==> src/rtl/oneshot_timer_arbiter.sv <==
// oneshot_timer_arbiter: round-robin arbiter sharing one one-shot timer among NREQ requesters
module oneshot_timer_arbiter #(
  parameter int NREQ      = 4,
  parameter int CNT_WIDTH = 12
) (
  input  logic                      clk,
  input  logic                      rst,
  input  logic [NREQ-1:0]           req,
  input  logic [NREQ*CNT_WIDTH-1:0] dur,
  output logic [NREQ-1:0]           grant,
  output logic [NREQ-1:0]           done,
  output logic                      busy,
  output logic [CNT_WIDTH-1:0]      count
);
  localparam int IW = NREQ > 1 ? $clog2(NREQ) : 1;
  typedef enum logic [1:0] {IDLE, RUN, DONE} state_t;
  state_t state, state_n;
  logic [IW-1:0] idx, idx_n, last, last_n, win;
  logic [CNT_WIDTH-1:0] dur_l, dur_n, count_n, win_dur;
  // round-robin pick: scan far-to-near from last+1 so the nearest requester wins
  always_comb begin
    win = '0;
    for (int k = NREQ - 1; k >= 0; k--)
      if (req[(int'(last) + 1 + k) % NREQ]) win = IW'((int'(last) + 1 + k) % NREQ);
  end
  assign win_dur = dur[int'(win)*CNT_WIDTH +: CNT_WIDTH];
  // state register; reset parks the pointer so requester 0 wins first
  always_ff @(posedge clk or posedge rst)
    if (rst) begin
      state <= IDLE;
      idx   <= '0;
      dur_l <= '0;
      count <= '0;
      last  <= IW'(NREQ - 1);
    end else begin
      state <= state_n;
      idx   <= idx_n;
      dur_l <= dur_n;
      count <= count_n;
      last  <= last_n;
    end
  // next state: grant in IDLE, count/abort/complete in RUN, single-cycle DONE
  always_comb begin
    state_n = state;
    idx_n   = idx;
    dur_n   = dur_l;
    count_n = count;
    last_n  = last;
    case (state)
      IDLE: if (|req) begin
        state_n = RUN;
        idx_n   = win;
        last_n  = win;
        dur_n   = (win_dur == '0) ? CNT_WIDTH'(1) : win_dur;
        count_n = '0;
      end
      RUN: if (!req[idx]) begin
        state_n = IDLE;
        count_n = '0;
      end else if (count == dur_l - CNT_WIDTH'(1)) begin
        state_n = DONE;
        count_n = '0;
      end else count_n = count + CNT_WIDTH'(1);
      DONE: state_n = IDLE;
      default: state_n = IDLE;
    endcase
  end
  assign grant = (state == RUN)  ? NREQ'(1) << idx : '0;
  assign done  = (state == DONE) ? NREQ'(1) << idx : '0;
  assign busy  = state != IDLE;
endmodule

==> config.mk <==
export PLATFORM = sky130hd
export DESIGN_NAME = oneshot_timer_arbiter
export DESIGN_NICKNAME = d
export VERILOG_FILES = /design/src/rtl/oneshot_timer_arbiter.sv
export SDC_FILE = /design/constraint.sdc
export NUM_CORES = 1
export LEC_CHECK = 0
export BUFFER_PORTS_ARGS = -buffer_cell sky130_fd_sc_hd__buf_2
export CORE_ASPECT_RATIO = 0.75
export CORE_UTILIZATION = 51
export CTS_CLUSTER_DIAMETER = 30
export DETAILED_ROUTE_END_ITERATION = 6
export GPL_TIMING_DRIVEN = 0
export PLACE_DENSITY = 0.81
export SLEW_MARGIN = 10
export SYNTH_ARGS = -nofsm -noshare
export SYNTH_HDL_FRONTEND = slang
export SYNTH_SLANG_ARGS = --single-unit
==> constraint.sdc <==
create_clock -name clk -period 3.5 [get_ports clk]
set_clock_uncertainty 0.2 [all_clocks]
set_input_delay 0.525 -clock clk [delete_from_list [all_inputs] [get_ports clk]]
set_output_delay 0.525 -clock clk [all_outputs]
set_load 0.02 [all_outputs]
* After elaboration in Yosys (flattened, before gate mapping)
Index checks and enable logic that the tools add are counted.
Word-level totals: register bits after elaboration 30, bits in latches 0, RAM bits 0, bits in read-only memories 0, input port bits 54, output and inout port bits 21, logic and storage cells 69, memories kept 0
Cells by class: add/subtract/negate cells 6, multiply operators 1, div/mod/pow operators 0, $lt $le $gt $ge 5, equality and inequality tests 5, shift-type cells 2, muxes and demuxes 29, bitwise operators 4, reductions and logical operators 12
Operators with widths (count):
- 32-bit by 3-bit adder with 32-bit output (second input constant) | 2
- 12-bit 2-to-1 mux | 4
- 48-bit by 7-bit variable part select with 12-bit output | 1
- 32-bit by 2-bit adder with 32-bit output (second input constant) | 1
- 12-bit case mux with 2 select lines | 1
- 3-bit by 4-bit < comparator with 1-bit output (second input constant) | 4
- 2-bit 2-to-1 mux | 7
- 12-bit by 1-bit adder with 12-bit output (second input constant) | 1
- 12-bit equality test | 1
- 12-bit logical NOT | 1
- 12-bit by 1-bit subtractor with 12-bit output (second input constant) | 1
- 1-bit binary-select mux with 2-bit select | 5
- 1-bit 2-to-1 mux | 9
- 4-bit 2-to-1 mux | 2
- 2-bit OR reduction | 4
- 2-bit AND reduction | 3
- 2-bit by 2-bit multiplier with 4-bit output (second input constant) | 1
- 2-bit case mux with 2 select lines | 1
- 2-bit nonzero test | 2
- 4-bit OR reduction | 1
- 1-bit by 2-bit << shifter with 4-bit output (first input constant) | 1
- 2-bit by 1-bit adder with 3-bit output (second input constant) | 1
- 1-bit bitwise AND | 3
- 2-bit by 3-bit < comparator with 1-bit output (second input constant) | 1
- 6 further kinds | 6

* Longest topological paths before layout
Gate-level depths: netlist (run 1).
depth after elaboration 15, depth in mapped cells 9, depth with buffers taken out 9

* Worst setup path after synthesis (run 1)
Ideal clock, no wire load.
kind input-to-reg, from input req[2], to register dur_l[0], library setup time 0.077 ns, arrival 2.350 ns, data required time 3.223 ns, setup slack 0.872 ns, stages 8, path buffers 1, cells stage by stage inv_1 -> a221o_1 -> a21oi_1 -> buf_2 -> mux4_2 -> nor4_1 -> a21oi_1 -> a21oi_1
Between the ends: cells in the longest elaborated chain, start to end 11, elaborated cells between the ends (all ways) 22, classes of those cells 1 x mul; 1 x shift; 17 x mux; 3 x reduce/logical
RTL lines:
- start, declared | line 8 | input logic [NREQ-1:0] req,
- 1-bit binary-select mux with 2-bit select | line 24 | if (req[(int'(last) + 1 + k) % NREQ]) win = IW'((int'(last) + 1 + k) % NREQ);
- 1-bit 2-to-1 mux (not written as such) (2 in a row) | line 24
- 2-bit 2-to-1 mux (4 in a row) | line 24
- 2-bit by 2-bit multiplier with 4-bit output | line 26 | assign win_dur = dur[int'(win)*CNT_WIDTH +: CNT_WIDTH];
- 48-bit by 7-bit variable part select with 12-bit output | line 26
- 12-bit logical NOT | line 54 | dur_n = (win_dur == '0) ? CNT_WIDTH'(1) : win_dur;
- 12-bit 2-to-1 mux | line 54
- end signal, assigned | line 38 | dur_l <= dur_n;
- end, declared | line 19 | logic [CNT_WIDTH-1:0] dur_l, dur_n, count_n, win_dur;
Several ways; a longest one is shown, not always the timed one. The select of a mux whose other input is x is not followed. A chain may end at the register's enable or synchronous reset.

* Final worst setup path (run 1)
from register dur_l[0], to register count[10]
Between the ends: cells in the longest elaborated chain, start to end 5
RTL lines:
- 12-bit by 1-bit subtractor with 12-bit output | line 60 | end else if (count == dur_l - CNT_WIDTH'(1)) begin
- 12-bit equality test | line 60
- 12-bit 2-to-1 mux | line 60
- 12-bit 2-to-1 mux | line 57 | RUN: if (!req[idx]) begin
- 12-bit case mux with 2 select lines | line 49 | case (state)
- end signal, assigned | line 39 | count <= count_n;
- end, declared | line 13 | output logic [CNT_WIDTH-1:0] count
Every way passes these cells.

==> results.toml, run 1 <==
[timing]
min_period_ns = 3.01
relSlewSlack_pct = 29.1
tns_ns = 0
drv_slew = 0
final_hold_viol_count = 0
setup_viol_count_final = 0
worst_pin_slew_ns = 1.06
min_period_over_period_pct = 86.0
rsz0062_at_grt = "no"
max_freq_ghz = 0.332

[setup_path]
cp_max_fo = 8
slowest_delay_ns = 0.59
critPathLaunchType = "register"
crit_slowest_cell = "or4b_4"
cp_data_required_time_ns = 3.47
endpoint_kind = "register"
crit_arrival_ns = 2.98
path_cells = "inv_1, ha_1, xnor2_1, a2bb2oi_1, o221ai_1, a211o_1, or4b_4, a21oi_4, nor2_1"
worstSetupPathType = "register to register"

[pwr]
cellLeakagePower_nw = 1.33
ir_worst_vdd_uv = 361
power_density_mw_per_mm2 = 719
total_power_mw = 2.04

[logic_synthesis]
ys_warn_count = 0
synth_seq_cells = 30
ys_types = 52
ys_seq_area_share_pct = 32.6
synthTopCellsByArea = "dfrtp_1, nand2_1, mux4_2, mux2i_1, nor2_1"
ys.flop_type = "dfrtp_1"
avgSynthCellArea_um2 = 8.99
syn-cell-area_mm2 = 0.00231
async_flop_share_pct = 100
yosys.area.top_type = "dfrtp_1"
synth_top_area_share_pct = 30.3
synth_enable_flop_cells = 0
syn-num-nets = 313
netlist_instances = 257

[finish]
layout_common_cells = "buf_2, nand2_1, dfrtp_1"
drive_gt1_share_pct = 30.4
syn_to_final_growth_pct = 23.0
final_common_cell = "buf_2"
final_nets = 394
antenna_cells = 0

[cts]
cts_root_buf = "clkbuf_8"
clock_sinks = 30
clock_path_buffers = 2
h-tree-depth = 2
clk_pin_slew_ns = 0.06
post_cts_buffers = 0
cts_tree = "yes"
ctsResizeCount = 0
numCtsBuffers = 5
clock_latency_ns = 0.29
cts_hold_buf = 0

[placed_design]
io_buffer_count = 74
dp_hpwl_um = 4370
gp_congestion = 0.909

[detailed_routing]
drtAntennaViolNets = 0
viasPerCell = 5.70
via_count = 2247
drc = 0
drt_iter0_drc = 102
wirelength_um = 5700
post_drt_wl_per_cell_um = 14.5
drtPass1Iterations = 4

[global_route]
grt_pass1_wl_um = 9710
grt_pass1_vias = 2154
grt_use_total_pct = 27.0
antenna_found_initial = 0
grt_max_degree = 31
grt.overflow.total = 0

[run_status]
status = "complete, no violations"

[floorplanning]
rows = 20
die_w_um = 79.7
ioPinCount = 75
die_h_um = 60.3
start_util_pct = 55.0
die_area_mm2 = 0.00481
core_area_mm2 = 0.00420

[job]
maxCapViolCount = 0

[hold_path]
hp-class = "primary input to async pin"
-- layout make-up --
cell class | count | area (um2)
clock inverters | 1 | 5.00
clock buffers | 7 | 86.3
repair buffers | 74 | 370
plain buffers | 10 | 52.6
flip-flops and latches | 30 | 753
multi-input cells | 208 | 1470
fillers | 385 | 1360
inverters | 9 | 33.8
well taps | 55 | 68.8
-- final timing paths --
| path | cells after the start | from | end | slack [ns] |
|---|---|---|---|---|
| worst max-delay path | 9 | dur_l[0] | count[10] | 0.49 |
| worst min-delay path | 2 | rst | count[0] | 0.16 |
| worst max register to register | 9 | dur_l[0] | count[10] | 0.49 |
| worst min register to register | 2 | last[1] | last[1] | 0.31 |
| max in group asynchronous | 2 | rst | count[5] | 2.46 |
| min in group clk | 2 | last[1] | last[1] | 0.31 |
-- synthesized netlist by cell type, drive strengths merged (6+ instances only) --
master / n
nand2: 37
dfrtp: 28
nor2: 26
mux2i: 13
xor2: 11
nor4: 10
xnor2: 10
a211oi: 9
inv: 9
a21oi: 8
nand2b: 7
nand4: 7
nor2b: 7
buf: 6
mux4: 6
nand3: 6
nor3: 6
o21ai: 6
-- registers in the layout, summed over array words and instances (netlist names) --
name / flops
state: 2
count: 12
last: 2
idx: 2
dur_l: 12
-- power by group --
group / total [mW] / switching (mW) / internal, mW / leakage, nW
clock network: 0.293 / 0.135 / 0.158 / 0.0482
registers: 0.625 / 0.159 / 0.466 / 0.381
logic: 1.12 / 0.639 / 0.486 / 0.905
total: 2.04 / 0.933 / 1.11 / 1.33
-- metal layers --
layer	routed length [um]	track usage [%]	up-vias
met5	0	0	-
met2	2580	41.6	76
met1	2660	37.3	1075
met3	436	9.01	3
li1	-	-	1093
met4	31	5.10	0
-- worst max-delay path: cells and delay by family (launching register included) --
family / cells / cell delay [ns]
adder cells (fa/ha/maj): 1 / 0.34
AO/OA/AOI/OAI: 4 / 0.99
buffers and inverters: 1 / 0.10
flip-flops: 1 / 0.43
AND/OR/NAND/NOR: 2 / 0.68
XOR/XNOR: 1 / 0.15
-- cell families (layout without fill, tap and decap cells) --
family | Yosys count | in the layout | synth area share, %
AO/OA/AOI/OAI | 44 | 44 | 15.0
XOR/XNOR | 21 | 21 | 7.96
adder cells (fa/ha/maj) | 2 | 2 | 1.08
buffers and inverters | 19 | 101 | 3.74
flip-flops | 30 | 30 | 32.6
multiplexers | 20 | 20 | 12.0
AND/OR/NAND/NOR | 121 | 121 | 27.7
-- through the flow --
| step | hold WS [ns] | utilization [%] | setup WS [ns] | cell area (um2) | cells |
|---|---|---|---|---|---|
| 2_1_floorplan | 0.266 | - | 0.872 | 2310 | 257 |
| 3_3_place_gp | 0.290 | 65.4 | 0.557 | 2750 | 386 |
| 3_5_place_dp | 0.295 | 65.4 | 0.503 | 2750 | 386 |
| 4_1_cts | 0.304 | 67.6 | 0.539 | 2840 | 394 |
| 5_1_grt | 0.219 | 67.6 | 0.341 | 2840 | 394 |
| 6_report | 0.160 | 67.6 | 0.489 | 2840 | 394 |
No activity file was read; power rests on OpenSTA's default activity.
==> inputs of run 2 (changes only) <==
--- a/config.mk
+++ b/config.mk
@@ -7,11 +7,11 @@
 export LEC_CHECK = 0
 export BUFFER_PORTS_ARGS = -buffer_cell sky130_fd_sc_hd__buf_2
 export CORE_ASPECT_RATIO = 0.75
-export CORE_UTILIZATION = 51
+export CORE_UTILIZATION = 46
 export CTS_CLUSTER_DIAMETER = 30
 export DETAILED_ROUTE_END_ITERATION = 6
 export GPL_TIMING_DRIVEN = 0
-export PLACE_DENSITY = 0.81
+export PLACE_DENSITY = 0.82
 export SLEW_MARGIN = 10
 export SYNTH_ARGS = -nofsm -noshare
 export SYNTH_HDL_FRONTEND = slang
==> constraint.sdc (replaced) <==
create_clock -name clk -period 2.5 [get_ports clk]
set_clock_uncertainty 0.2 [all_clocks]
set_input_delay 0.375 -clock clk [delete_from_list [all_inputs] [get_ports clk]]
set_output_delay 0.375 -clock clk [all_outputs]
set_load 0.02 [all_outputs]
==> run 2 against run 1 <==
Compared with the run above: the run now ends with design-rule violations, negative hold slack, negative setup slack left; core utilization fell by 0.87 points; combinational power rose by 76%; clock power rose by 40%; non-clock buffer count rose by 19; die area rose by 11%; flip-flop and latch count did not move; register-to-register slack got worse by 0.66 ns; critical path depth fell by 1; fmax rose by 13%; global-route usage fell by 2.6 points; hold slack got worse by 0.20 ns.
==> results.toml, run 2 (synthesis results as in run 1) <==
[global_route]
antenna_found_initial = 0
grt_pass1_wl_um = 10300
grt_pass1_vias = 2155
grt.overflow.total = 0
grt_use_total_pct = 24.4
grt_max_degree = 31

[detailed_routing]
drtPass1Iterations = 6
drt_iter0_drc = 145
via_count = 2363
post_drt_wl_per_cell_um = 14.9
viasPerCell = 5.69
wirelength_um = 6170
drtAntennaViolNets = 0
drc = 8

[setup_path]
cp-startpoint = "last[0]"
worstSetupPathType = "register to register"
cp-endpoint = "dur_l[0]"
r2r_cells = 8
crit_arrival_ns = 2.68
cp_max_fo = 4
rr_startpoint = "last[0]"
rr_endpoint = "dur_l[0]"
critPathLaunchType = "register"
cp_data_required_time_ns = 2.51
endpoint_kind = "register"
r2r_slack_ns = -0.17

[finish]
antenna_cells = 0
final_nets = 413
syn_to_final_growth_pct = 34.3
final_common_cell = "buf_2"
reg_top3 = "count: 12 flops, dur_l: 12 flops"
layout_common_cells = "buf_2, nand2_1, dfrtp_1"
drive_gt1_share_pct = 39.9

[cts]
numCtsBuffers = 5
cts_tree = "yes"
h-tree-depth = 2
clock_path_buffers = 2
clk_pin_slew_ns = 0.07
cts_root_buf = "clkbuf_8"
cts_hold_buf = 0
clock_sinks = 30
clock_latency_ns = 0.29

[timing]
max_freq_ghz = 0.374
setup_viol_count_final = 13
holdWs_ns = -0.0421
worst_pin_slew_ns = 0.616
min_period_ns = 2.67
final_hold_viol_count = 28
drv_slew = 0
setup_slack_ns = -0.171
relSlewSlack_pct = 58.8
rsz0062_at_grt = "yes"
min_period_over_period_pct = 107

[placed_design]
io_buffer_count = 74
dp_slack_ns = -0.331
dp_hpwl_um = 4410
gp_congestion = 0.932

[pwr]
power_density_mw_per_mm2 = 1050
ir_worst_vdd_uv = 496
cellLeakagePower_nw = 1.44

[floorplanning]
start_util_pct = 49.7
rows = 21
die_area_mm2 = 0.00531
ioPinCount = 75
die_w_um = 83.8
die_h_um = 63.4
core_area_mm2 = 0.00465

[run_status]
failed_checks = "design-rule violations, negative hold slack, negative setup slack"
status = "finished with violations"

[job]
maxCapViolCount = 0

[hold_path]
hp-class = "primary input to async pin"
==> run 2: cell count changes in the layout (fill, tap and decap cells not counted), sizes merged <==
cell and delta:
buf +19, clkinv -1, inv +1
==> run 2: routing by layer <==
layer  global-route usage, %  share of wire (%)  vias up  wire length [um]
li1                        -                  -     1134                 -
met1                    35.9                 48     1151              2940
met2                    36.0                 45       67              2760
met3                    4.59                5.8       11               356
met4                    8.41                1.8        0               109
met5                       0                  0        -                 0
==> run 2: power breakdown <==
part | leakage [nW] | total (mW) | internal (mW) | switching (mW)
registers | 0.378 | 0.886 | 0.655 | 0.231
logic | 1.02 | 1.97 | 0.920 | 1.05
clock network | 0.0482 | 0.409 | 0.222 | 0.187
total | 1.44 | 3.26 | 1.80 | 1.46
==> run 2: what timing repair did <==
| action | CTS | global route |
|---|---|---|
| buffers inserted | 13 | 6 |
| setup endpoints to repair | 18 | 17 |
| pin swaps | 19 | 6 |
| gates resized for setup | 10 | 12 |
| endpoints found under the hold margin | 0 | 0 |
==> run 2: final cells by class <==
cell class                      count  area [um2]
Clock buffer                        7        86.3
Tap cell                           57        71.3
Buffer                             10        60.1
Inverter                            9        33.8
Clock inverter                      1        5.00
Timing Repair Buffer               93         513
Fill cell                         375        1550
Multi-Input combinational cell    208        1580
Sequential cell                    30         756
==> run 2: through the flow <==
stage | total power [mW] | utilization (%) | cell area (um2) | setup TNS (ns) | cells
after floorplan | 2.09 | - | 2330 | 0 | 257
after global placement | 2.44 | 59.6 | 2770 | -3.73 | 388
after detailed placement | 2.47 | 59.6 | 2770 | -3.88 | 388
after CTS | 3.08 | 64.6 | 3000 | -0.824 | 409
after global routing | 3.48 | 66.7 | 3100 | -2.48 | 415
final | 3.26 | 66.7 | 3100 | -1.20 | 415
==> run 2: worst min path at each step <==
stage          startpoint        to  slack, ns  depth (start not counted)
4_1_cts               rst  count[0]       0.21                          2
2_1_floorplan         rst  count[0]       0.26                          1
5_1_grt               rst  count[0]       0.03                          2
3_3_place_gp      last[1]   last[1]       0.29                          2
3_5_place_dp      last[1]   last[1]       0.31                          2
6_report              rst  count[0]      -0.04                          2
==> run 2: critical path: stages (launching register included) <==
cell and delay [ns]:
dfstp_2 0.55, inv_1 0.04, a221o_1 0.30, a21oi_2 0.19, buf_4 0.14, mux4_2 0.55, nor4_4 0.36, a21oi_2 0.10
a21oi_1 0.15
